[src/rtl/p_box_if.sv]
// Valid-strobed 48-bit data bus for the P-box.
// The master drives the input word; the slave returns the permuted word.
interface p_box_if;
  logic        in_valid;
  logic [47:0] data;
  logic        out_valid;
  logic [47:0] permutation;

  modport master (output in_valid, output data, input out_valid, input permutation);
  modport slave  (input in_valid, input data, output out_valid, output permutation);
endinterface

[src/rtl/p_box.sv]
// MacGuffin round-function P-box: fixed 48-bit bit scatter.
// The output is optionally registered behind a valid strobe.
module p_box #(
  parameter int unsigned REG_OUT = 1
) (
  input  logic    clk,
  input  logic    rst_n,
  p_box_if.slave  bus
);

  logic [47:0] d;
  logic [47:0] p_w;

  assign d = bus.data;

  // Pure wiring, MSB first; output bit k takes data bit listed at position 47-k.
  assign p_w = {
    d[45], d[42], d[25], d[22], d[4],  d[2],
    d[46], d[43], d[24], d[21], d[7],  d[1],
    d[44], d[41], d[23], d[18], d[15], d[0],
    d[35], d[33], d[30], d[29], d[11], d[5],
    d[47], d[37], d[28], d[17], d[9],  d[3],
    d[40], d[39], d[19], d[16], d[14], d[10],
    d[38], d[32], d[26], d[20], d[13], d[8],
    d[36], d[34], d[31], d[27], d[12], d[6]
  };

  generate
    if (REG_OUT != 0) begin : g_reg
      logic        valid_q, valid_d;
      logic [47:0] perm_q,  perm_d;

      always_comb begin
        valid_d = bus.in_valid;
        perm_d  = perm_q;
        if (bus.in_valid) perm_d = p_w;
      end

      always_ff @(posedge clk or negedge rst_n) begin
        if (!rst_n) begin
          valid_q <= 1'b0;
          perm_q  <= '0;
        end else begin
          valid_q <= valid_d;
          perm_q  <= perm_d;
        end
      end

      assign bus.out_valid   = valid_q;
      assign bus.permutation = perm_q;
    end else begin : g_comb
      assign bus.out_valid   = bus.in_valid;
      assign bus.permutation = p_w;
    end
  endgenerate

endmodule

[src/flat_wrapper.sv]
// flat-port wrapper written by rule: the top's interface ports become plain ports
module p_box_flat 
#(
  parameter int unsigned REG_OUT = 1
)
  (clk, rst_n, bus_in_valid, bus_data, bus_out_valid, bus_permutation);
  p_box_if bus_i ();
  input  logic clk;
  input  logic rst_n;
  input wire logic [$bits(bus_i.in_valid)-1:0] bus_in_valid;
  input wire logic [$bits(bus_i.data)-1:0] bus_data;
  output wire logic [$bits(bus_i.out_valid)-1:0] bus_out_valid;
  output wire logic [$bits(bus_i.permutation)-1:0] bus_permutation;
  assign bus_i.in_valid = bus_in_valid;
  assign bus_i.data = bus_data;
  assign bus_out_valid = bus_i.out_valid;
  assign bus_permutation = bus_i.permutation;
  p_box #(.REG_OUT(REG_OUT)) u_core (.clk(clk), .rst_n(rst_n), .bus(bus_i));
endmodule
[config.mk]
export PLATFORM = sky130hd
export DESIGN_NAME = p_box_flat
export DESIGN_NICKNAME = d
export VERILOG_FILES = /design/src/rtl/p_box_if.sv /design/src/rtl/p_box.sv /design/src/flat_wrapper.sv
export SDC_FILE = /design/constraint.sdc
export NUM_CORES = 1
export LEC_CHECK = 0
export CORE_MARGIN = 2
export CORE_UTILIZATION = 42
export CTS_CLUSTER_SIZE = 12
export DETAILED_ROUTE_END_ITERATION = 8
export HOLD_SLACK_MARGIN = 0.1
export PLACE_DENSITY = 0.89
export RECOVER_POWER = 50
export SKIP_CTS_REPAIR_TIMING = 1
export SLEW_MARGIN = 20
export SYNTH_ARGS = -nofsm -noshare
export SYNTH_HDL_FRONTEND = slang
export SYNTH_SLANG_ARGS = --single-unit
[constraint.sdc]
create_clock -name clk -period 1.7 [get_ports clk]
set_input_delay 0.425 -clock clk [delete_from_list [all_inputs] [get_ports clk]]
set_output_delay 0.425 -clock clk [all_outputs]
set_load 0.01 [all_outputs]
==> results.py <==
metrics = {
    "status": {
        "status": "completed",
    },
    "power_and_ir_drop": {
        "internal_power_w": 0.00200,
        "p_leak_nw": 1.25,
        "p_switching_w": 0.000609,
        "peakVddDrop_mv": 0.563,
        "p_per_area_mw_per_mm2": 884,
        "fin_total_pwr_w": 0.00261,
        "pwr-share-clk": 0.260,
        "p_sw_frac": 0.233,
        "combPwrFrac": 0.227,
        "power_frac_seq": 0.513,
    },
    "die": {
        "core-area_sq_mm": 0.00435,
        "ioPinCount": 100,
        "rows": 24,
        "dieArea_sq_mm": 0.00504,
        "start_util": 0.433,
        "die_w_um": 71.0,
        "die_h_um": 71.0,
    },
    "drt": {
        "route.met2.wl_mm": 1.86,
        "wirelength_mm": 4.00,
        "viasPerCell": 4.86,
        "dr_wl_met3_um": 505,
        "postRouteAntennaNets": 0,
        "drt_iter0_drc": 37,
        "dr.pass1.iters": 2,
        "drc": 0,
        "post_drt_wl_per_cell_um": 15.5,
        "drt-met1-wl_mm": 1.56,
        "vias": 1254,
        "top_layer": "met4",
    },
    "timing": {
        "post-route-min-period_ns": 1.63,
        "max_freq_mhz": 613,
        "clock_skew_ns": 0,
        "final.setup.tns_ns": 0,
        "worstMarginPinSlew_ns": 1.18,
        "rsz0062_at_grt": "no",
        "fin_ws_ns": 0.0686,
        "slew_headroom": 0.212,
        "min_period_over_period": 0.960,
        "final_hold_viol_count": 0,
        "maxSlewViolCount": 0,
        "setup_viol": 0,
        "hold_slack_ns": 0.439,
    },
    "clocking": {
        "clock_path_buffers": 2,
        "cts_tree": "done",
        "clkTransAtPathRegs_ns": 0.08,
        "root_buffer": "clkbuf_8",
        "clock_latency_ns": 0.29,
        "htree_levels": 2,
        "numCtsBuffers": 5,
        "clock_sink_count": 49,
    },
    "critical_path": {
        "worst_ep_required_time_ns": 1.27,
        "worstPathArrival_ns": 1.21,
        "rr_startpoint": "u_core.bus.permutation[37]",
        "crit_start": "u_core.bus.permutation[32]",
        "critical_path.slowest_cell": "clkdlybuf4s50_1",
        "crit_type": "reg -> out",
        "crit_chain": "clkdlybuf4s50_1",
        "max_stage_delay_ns": 0.55,
        "crit_path_start_kind": "flip-flop",
        "cp_top_family": "buffers and inverters",
        "crit_buf_inv": 1,
        "endpoint_kind": "primary output",
        "cp_max_fo": 2,
    },
    "layout": {
        "multi_input_area_sq_um": 578,
        "area_growth_pct": 56.6,
        "antenna_cells": 0,
        "final_area_sq_mm": 0.00295,
        "drive_above_1_share": 0.233,
        "finalNetCount": 257,
        "register_area_sq_mm": 0.00123,
        "fill_cells": 311,
    },
    "placed_design": {
        "place_area_sq_mm": 0.00295,
        "port_buffers": 99,
        "place_congestion": 0.722,
        "post-dp-hpwl_mm": 2.97,
        "post-place-ws_ns": 0.286,
    },
    "worst_hold_path": {
        "hold_class": "in -> async",
    },
    "synthesis": {
        "synth_fp_nets": 153,
        "yosysWarnings": 0,
        "synth_top_area_frac": 0.650,
        "syn-cell-area_sq_mm": 0.00189,
        "yosys-top-cells-area": "dfrtp_1 65%, mux2_2 17%, mux2_4 16%",
        "ys.flop_type": "dfrtp_1",
        "avgSynthCellArea_sq_um": 18.5,
        "ys_seq_area_frac": 0.650,
        "synth_cells": 102,
        "synth.distinct_cells": 5,
        "yosys-top-cells-count": "49 x dfrtp_1, 28 x mux2_2, 20 x mux2_4",
        "async_reset_ff_frac": 1.00,
        "synthMostInstantiatedCell": "dfrtp_1",
        "synth-seq-cells": 49,
        "synth_edf_count": 0,
        "synth_top_area_cell": "dfrtp_1",
    },
    "job": {
        "cap_violations": 0,
    },
    "grt": {
        "grt_pass1_wl_mm": 6.64,
        "track_usage": 0.172,
        "grt_max_degree": 50,
        "grt_pass1_vias": 1396,
        "gr-total-overflow": 0,
        "antenna_found_initial": 0,
    },
}
-- power by group through the flow --
stage / Sequential, W / Combinational, W / Clock, W
after floorplan: 0.00142 / 0.000175 / 0
after global placement: 0.00136 / 0.000625 / 0
after detailed placement: 0.00136 / 0.000637 / 0
after CTS: 0.00134 / 0.000642 / 0.000708
after global routing: 0.00135 / 0.000634 / 0.000759
final: 0.00134 / 0.000593 / 0.000678
-- registers in the layout, indices dropped and copies added (netlist names) --
signal,flops
u_core.bus.permutation,48
u_core.bus.out_valid,1
-- cells in the final DEF (no fill, tap or decap) --
cell type	n
clkdlybuf4s50_1	97
dfrtp_1	49
mux2_2	28
mux2_1	10
mux2_4	10
clkbuf_8	6
clkbuf_1	2
buf_2	2
clkbuf_2	1
clkbuf_4	1
-- layer usage --
| layer | vias up | global-route usage |
|---|---|---|
| met1 | 610 | 0.208 |
| met5 | - | 0 |
| met3 | 9 | 0.0897 |
| li1 | 561 | - |
| met4 | 0 | 0.0650 |
| met2 | 74 | 0.262 |
-- cell families after synthesis --
| kind of cell | Yosys count | synth area share |
|---|---|---|
| buf+inv | 5 | 0.0232 |
| flops | 49 | 0.650 |
| mux | 48 | 0.326 |
-- worst paths after layout --
| kind | to | slack [ns] | cells past startpoint |
|---|---|---|---|
| setup / recovery | bus_permutation[32] | 0.07 | 1 |
| hold / removal | u_core.bus.permutation[44] | 0.44 | 2 |
| setup reg to reg | u_core.bus.permutation[37] | 0.91 | 1 |
| hold reg to reg | u_core.bus.permutation[30] | 0.49 | 1 |
| max in group asynchronous | u_core.bus.permutation[18] | 0.53 | 2 |
| min in group clk | u_core.bus.permutation[30] | 0.49 | 1 |
-- through the flow --
step | std cells | util
2_1_floorplan | 102 | -
3_3_place_gp | 251 | 0.677
3_5_place_dp | 251 | 0.677
4_1_cts | 258 | 0.697
5_1_grt | 258 | 0.678
6_report | 258 | 0.678
-- area by class of cell --
cell class,count,share of cell area
Sequential cell,49,0.415
Timing Repair Buffer,102,0.338
Multi-Input combinational cell,48,0.196
Clock buffer,7,0.0292
Tap cell,52,0.0220
(Power assumes the default switching activity.)
